### src/rtl/regfile_scoreboard.sv
// MIPS integer register file with per-register pending bits and two combinational read ports.
// Optional feature: define REGFILE_BYPASS_EN for same-cycle write-through to the read ports.
module regfile_scoreboard #(
  parameter int unsigned DATA_W = 32,
  parameter int unsigned ADDR_W = 5
) (
  input  logic              Clk,
  input  logic              Rst_n,
  input  logic [ADDR_W-1:0] Rs,
  input  logic [ADDR_W-1:0] Rt,
  output logic [DATA_W-1:0] Rd1,
  output logic [DATA_W-1:0] Rd2,
  output logic              RsBusy,
  output logic              RtBusy,
  input  logic              RegWrite,
  input  logic [ADDR_W-1:0] WrAddr,
  input  logic [DATA_W-1:0] WrData,
  input  logic              IssueEn,
  input  logic [ADDR_W-1:0] IssueAddr,
  output logic [ADDR_W:0]   PendCount
);

  localparam int unsigned NRegs = 2 ** ADDR_W;
  localparam int unsigned CntW  = ADDR_W + 1;

  logic [DATA_W-1:0] regs_q [NRegs];
  logic [NRegs-1:0]  pend_q, pend_d;
  logic [CntW-1:0]   count_q, count_d;
  logic              wr_hit, iss_hit;

  assign wr_hit  = RegWrite && (WrAddr != '0);
  assign iss_hit = IssueEn && (IssueAddr != '0);

  // Issue is applied after write-back so a newer producer stays outstanding.
  always_comb begin
    pend_d = pend_q;
    if (wr_hit) begin
      pend_d[WrAddr] = 1'b0;
    end
    if (iss_hit) begin
      pend_d[IssueAddr] = 1'b1;
    end
    count_d = '0;
    for (int unsigned i = 0; i < NRegs; i++) begin
      count_d = count_d + CntW'(pend_d[i]);
    end
  end

  always_ff @(posedge Clk) begin
    if (!Rst_n) begin
      for (int unsigned i = 0; i < NRegs; i++) begin
        regs_q[i] <= '0;
      end
      pend_q  <= '0;
      count_q <= '0;
    end else begin
      if (wr_hit) begin
        regs_q[WrAddr] <= WrData;
      end
      pend_q  <= pend_d;
      count_q <= count_d;
    end
  end

  assign PendCount = count_q;

  always_comb begin
    Rd1    = '0;
    RsBusy = 1'b0;
    if (Rs != '0) begin
      Rd1    = regs_q[Rs];
      RsBusy = pend_q[Rs];
`ifdef REGFILE_BYPASS_EN
      if (wr_hit && (WrAddr == Rs)) begin
        Rd1    = WrData;
        RsBusy = 1'b0;
      end
`endif
    end
  end

  always_comb begin
    Rd2    = '0;
    RtBusy = 1'b0;
    if (Rt != '0) begin
      Rd2    = regs_q[Rt];
      RtBusy = pend_q[Rt];
`ifdef REGFILE_BYPASS_EN
      if (wr_hit && (WrAddr == Rt)) begin
        Rd2    = WrData;
        RtBusy = 1'b0;
      end
`endif
    end
  end

endmodule

### config.mk
export PLATFORM = sky130hd
export DESIGN_NAME = regfile_scoreboard
export DESIGN_NICKNAME = d
export VERILOG_FILES = /design/src/rtl/regfile_scoreboard.sv
export SDC_FILE = /design/constraint.sdc
export NUM_CORES = 2
export LEC_CHECK = 0
export CAP_MARGIN = 20
export CORE_AREA = 8 8 355 357
export CTS_CLUSTER_DIAMETER = 100
export DETAILED_ROUTE_END_ITERATION = 10
export DIE_AREA = 0 0 363 365
export PLACE_DENSITY = 0.77
export SETUP_SLACK_MARGIN = 0.1
export SLEW_MARGIN = 30
export SYNTH_ARGS = -nofsm -noshare
export SYNTH_HDL_FRONTEND = slang
export SYNTH_SLANG_ARGS = --single-unit
### constraint.sdc
create_clock -name Clk -period 6.85 [get_ports Clk]
set_clock_uncertainty 0.1 [all_clocks]
set_input_delay 1.37 -clock Clk [delete_from_list [all_inputs] [get_ports Clk]]
set_output_delay 1.37 -clock Clk [all_outputs]
set_load 0.005 [all_outputs]
Word level (Yosys, flattened, before mapping)
Memories as Yosys holds them, arrays and structs flattened.
Index checks and enable logic that the tools add are counted.
Cells by class
  $add $sub $neg: 31
  $lt $le $gt $ge: 6
  muxes and demuxes: 21
  bitwise gates (word level): 3
  reductions and logical operators: 9
Operator list (count)
  2-to-1 mux 32 bit: 5
  adder 6 x 1 -> 6 bit: 26
  AND 32 bit: 1
  inverter 32 bit: 1
  bitwise OR 32 bit: 1
  OR reduction 32 bit: 1
  < comparator 5 x 6 -> 1 bit (second input constant): 4
  nonzero test 5 bit: 4
  2-to-1 mux 1 bit: 11
  binary-select mux 1 bit (select 5 bit): 2
  demux 1 bit (select 5 bit): 2
  greater-or-equal comparator 5 x 1 -> 1 bit (second input constant): 2
  adder 5 x 1 -> 6 bit: 1
  adder 4 x 1 -> 5 bit: 1
  2-to-1 mux 5 bit: 1
  adder 3 x 1 -> 4 bit: 1
  logical AND 1 bit: 4
  adder 2 x 1 -> 3 bit: 1
  adder 1 x 1 -> 2 bit: 1
Word-level totals
  flip-flop bits (word level): 38
  memory bits (writable): 1024
  input port bits: 56
  output and inout bits: 72
  logic and storage cells: 73
  memories: 1
Memories
  regs_q: depth 32, width 32, read ports 2, clocked after Yosys merged registers in 0, write ports 32, line 26  | logic [DATA_W-1:0] regs_q [NRegs];

Depth between registers and ports, before layout
  depth after elaboration: 40
  mapped depth: 21
  mapped depth without buffers: 20

Least setup slack after synthesis
Ideal clock, no wire load.
  kind: input-to-reg
  start point: input WrAddr[4]
  end point: register count_q[4], in the netlist PendCount[4]
  library setup time: 0.131 ns
  arrival: 6.549 ns
  required time: 6.619 ns
  setup slack: 0.070 ns
  stages on the path: 21
  path buffers: 2
  path through: clkbuf_1 -> clkbuf_1 -> and3b_1 -> nand2_1 -> a22oi_1 -> fa_1 -> fa_1 -> inv_1 -> fa_1 -> inv_1 -> fa_1 -> fa_1 -> inv_1 -> fa_1 -> ha_1 -> inv_1 -> fa_1 -> nor2b_1 -> o21ai_0 -> a21boi_0 -> nor3_1
On the way
  cells in the longest elaborated chain, start to end: 40
  elaborated cells between the ends (all ways): 43
  those cells by class: add/sub: 31; order compare: 2; mux: 4; bitwise: 3; reduce/logical: 3
RTL lines
  start: declaration: line 16  | input logic [ADDR_W-1:0] WrAddr,
  < comparator 5 x 6 -> 1 bit (not written as such) or greater-or-equal comparator 5 x 1 -> 1 bit (tied branches): line 38  | pend_d[WrAddr] = 1'b0;
  logical AND 1 bit (not written as such): line 38
  2-to-1 mux 1 bit (not written as such): line 38
  demux 1 bit (select 5 bit): line 38
  inverter 32 bit (no line)
  AND 32 bit (no line)
  2-to-1 mux 32 bit (*): line 37  | if (wr_hit) begin
  bitwise OR 32 bit (no line)
  2-to-1 mux 32 bit (*): line 40  | if (iss_hit) begin
  adder 1 x 1 -> 2 bit: line 45  | count_d = count_d + CntW'(pend_d[i]);
  adder 2 x 1 -> 3 bit: line 45
  adder 3 x 1 -> 4 bit: line 45
  adder 4 x 1 -> 5 bit: line 45
  adder 5 x 1 -> 6 bit: line 45
  adder 6 x 1 -> 6 bit (25 in series): line 45
  adder 6 x 1 -> 6 bit (*): line 45
  end signal: assignment: line 61  | count_q <= count_d;
  end: declaration: line 28  | logic [CntW-1:0] count_q, count_d;
Mark *: on every way between the ends. The rest lies on a longest branch, timed or not.
A chain may end at the register's enable or synchronous reset.

Final worst setup path
  start point: input IssueEn
  end point: register count_q[4], in the netlist PendCount[4]
On the way
  elaborated cells between the ends (all ways): 33
  those cells by class: add/sub: 31; mux: 1; reduce/logical: 1
RTL lines
  start: declaration: line 18  | input logic IssueEn,
  logical AND 1 bit: line 32  | assign iss_hit = IssueEn && (IssueAddr != '0);
  2-to-1 mux 32 bit: line 40
  via pend_d[13]: line 27  | logic [NRegs-1:0] pend_q, pend_d;
  adder 6 x 1 -> 6 bit (19 in series): line 45
The timed path passes the listed nets, and every way through them passes these cells.

==> summary.md <==
| Metric | Value |
|---|---|
| Status | `finished, final reports clean` |
| Kind of critical path | `in2reg` |
| Share of layout cells above drive strength 1 | `23.8%` |
| #FFs+latches synth | `1,062` |
| Placer congestion estimate | `0.926` |
| RSZ-0062 raised after global routing | `no` |
| DRT antenna net count | `0` |
| Syn. warnings | `0` |
| Drt first-iter violations | `between 5,000 and 6,000` |
| Cell count after synthesis | `3,936` |
| Max-cap viol count | `0` |
| Leakage | `23.0 nW` |
| Drt wl/cell | `about 32 µm` |
| Max-slew headroom | `27.9%` |
| Port Buffer Count | `127` |
| Ys flop type | `edfxtp_1` |
| Htree depth | `3` |
| Starting Density | `a little under half` |
| Critical Path AT | `about 7000 ps` |
| CTS tree | `built` |
| Setup crit end kind | `flop` |
| Slew Viols, Final | `0` |
| DR DRC count | `0` |
| Place WS | `-637 ps` |
| Drt first pass iters | `7` |
| Sequential share of the synthesized area | `55.1%` |
| Critical Path RT | `7350 ps` |
| Fin. Hold Viols | `0` |
| Root cell of the clock tree | `clkbuf_16` |
| Final setup viols | `0` |
| Leading cell types in the layout, fill and taps excluded | `and2_1, edfxtp_1, mux4_2` |
| Max frequency | `154 MHz` |
| Slew @ Worst Pin | `between 1000 and 1500 ps` |
| GRT Total Usage | `27.1%` |
| Post-synth EDFFs | `1,024` |
| Peak fanout along the critical path | `3` |
| Total global routing overflow | `0` |
| Worst r2r path cells | `17` |
| Peak supply drop | `approximately 0.00021 V` |
| HPWL after DPL | `114,000 µm` |
| Die footprint | `132,000 µm²` |
| Netlist cell types | `52` |
| Period minus WS final | `roughly 6500 ps` |
| Initial antenna violation count | `12` |
| Leading area contributor after synthesis | `edfxtp_1` |
| Synthesized cell area | `roughly 57,000 µm²` |
| Clk slew on worst S/H paths | `approximately 60 ps` |
| Worst Hold Class | `reg2reg` |
| Total core area | `121,000 µm²` |
| Largest net degree at the start of global routing | `79` |
| Hold Path Depth | `1` |
| Skew-Pair Late Insertion Delay | `around 700 ps` |
| Global-route wire length before repair | `263,000 µm` |
| PnR Total Power | `between 15 and 20 mW` |
| Setup_tns | `0 ps` |
| Die W | `363 µm` |
| Hold-fix buffers, CTS | `0` |
| Clk sinks | `about 1,100` |
| Avg Synthesized Cell Area | `around 15 µm²` |
| Ys async rst share | `0%` |
| Vias | `approximately 38,000` |
| I/O pin count | `128` |
| WL final | `185,000 µm` |
| Startpoint types | `primary input` |
| Post-synth top area share | `53.8%` |
| Hold slack | `between 400 and 500 ps` |
| Commonest non-fill, non-tap cell in the layout | `and2_1` |
| Die Y | `365 µm` |
| Final period util | `95.1%` |
| Vias per cell | `between 6 and 7` |
| Num CTS Buffers | `approximately 110` |
| Max Buffers Root-to-Sink | `3` |
| Largest cells by area after synthesis | `edfxtp_1, mux4_2, and2_1, mux2i_1, clkbuf_1` |
| Post-Route Utilization | `54.0%` |
| Vias in the first global route | `38,361` |
| Layout net count | `just over 4,000` |
| Pwr dens | `240 nW/µm²` |
| Final worst slack | `335 ps` |
| Area Growth Syn to Fin | `13.8%` |
| Row cnt | `128` |
-- critical path, stage by stage --
cell	delay [ps]
clkdlybuf4s50_1	500
nand2b_1	100
buf_4	150
nor3b_4	220
a32o_2	230
fa_1	450
fa_1	530
inv_1	60
fa_1	500
fa_1	530
fa_1	520
inv_1	50
fa_1	520
ha_2	200
inv_1	60
fa_1	440
nor2b_1	160
o21ai_1	80
nor3b_1	140
nor3_1	190
-- layer usage --
metal / routed length (µm) / track usage (%) / vias up
li1: - / - / 15271
met1: 63300 / 33.5 / 19090
met2: 86500 / 43.6 / 3066
met3: 25100 / 7.34 / 697
met4: 10400 / 14.8 / 2
met5: 9 / 0 / -
-- worst paths after layout --
kind,start,end,slack (ps)
worst max-delay path,IssueEn,PendCount[4]$_SDFF_PN0_,340
worst min-delay path,pend_q[0]$_SDFF_PN0_,pend_q[0]$_SDFF_PN0_,470
worst max register to register,pend_q[27]$_SDFF_PN0_,PendCount[4]$_SDFF_PN0_,1520
worst min register to register,pend_q[0]$_SDFF_PN0_,pend_q[0]$_SDFF_PN0_,470
-- flip-flops by register name, indices dropped and copies added, names as in the netlist --
register,flops
regs_q,1024
pend_q,32
PendCount,6
-- report_power, final --
group          switching, mW  internal [mW]
Clock                   2.61           3.34
Combinational           1.14          0.878
Sequential             0.197           7.48
-- synth_stat cells (all sizes together) (15+ instances only) --
library cell and count:
and2 1030, edfxtp 1024, mux4 417, clkbuf 301, mux2i 262, buf 116
a22o 78, a22oi 76, nand2 61, nor3 61, o22ai 53, nor2 51
a211oi 45, dfxtp 38, nor2b 37, a21oi 35, mux2 33, a2111oi 32
inv 32, o221ai 32, fa 24, nor4 15
-- cell families after synthesis --
| logic type | synth area share (%) |
|---|---|
| AND/OR/NAND/NOR | 13.7 |
| flip-flops | 55.1 |
| multiplexers | 21.7 |
| buffers and inverters | 3.44 |
| AO/OA/AOI/OAI | 5.05 |
| adder cells (fa/ha/maj) | 0.994 |
| other | 0.00656 |
| XOR/XNOR | 0.0153 |
-- area by class of cell --
class,count,area (µm²)
flip-flops and latches,1062,31500
inverters,32,121
clock inverters,67,666
repair buffers,371,3600
fillers,9365,55500
clock buffers,138,2860
well taps,1625,2030
diodes,12,30.0
multi-input cells,2456,24200
-- per-stage QoR --
stage          instance area [µm²]  std cells
6_report                     65100       5763
5_1_grt                      65000       5756
4_1_cts                      65100       5749
3_5_place_dp                 61500       5544
3_3_place_gp                 61000       5524
2_1_floorplan                57300       3967
-- repair_timing --
item / 4_1_cts / 5_1_grt
buffers inserted: 0 / 2
endpoints found under the setup margin: 1 / 1
resized for setup: 2 / 27
pin swaps: 0 / 8
(Power assumes the default switching activity.)
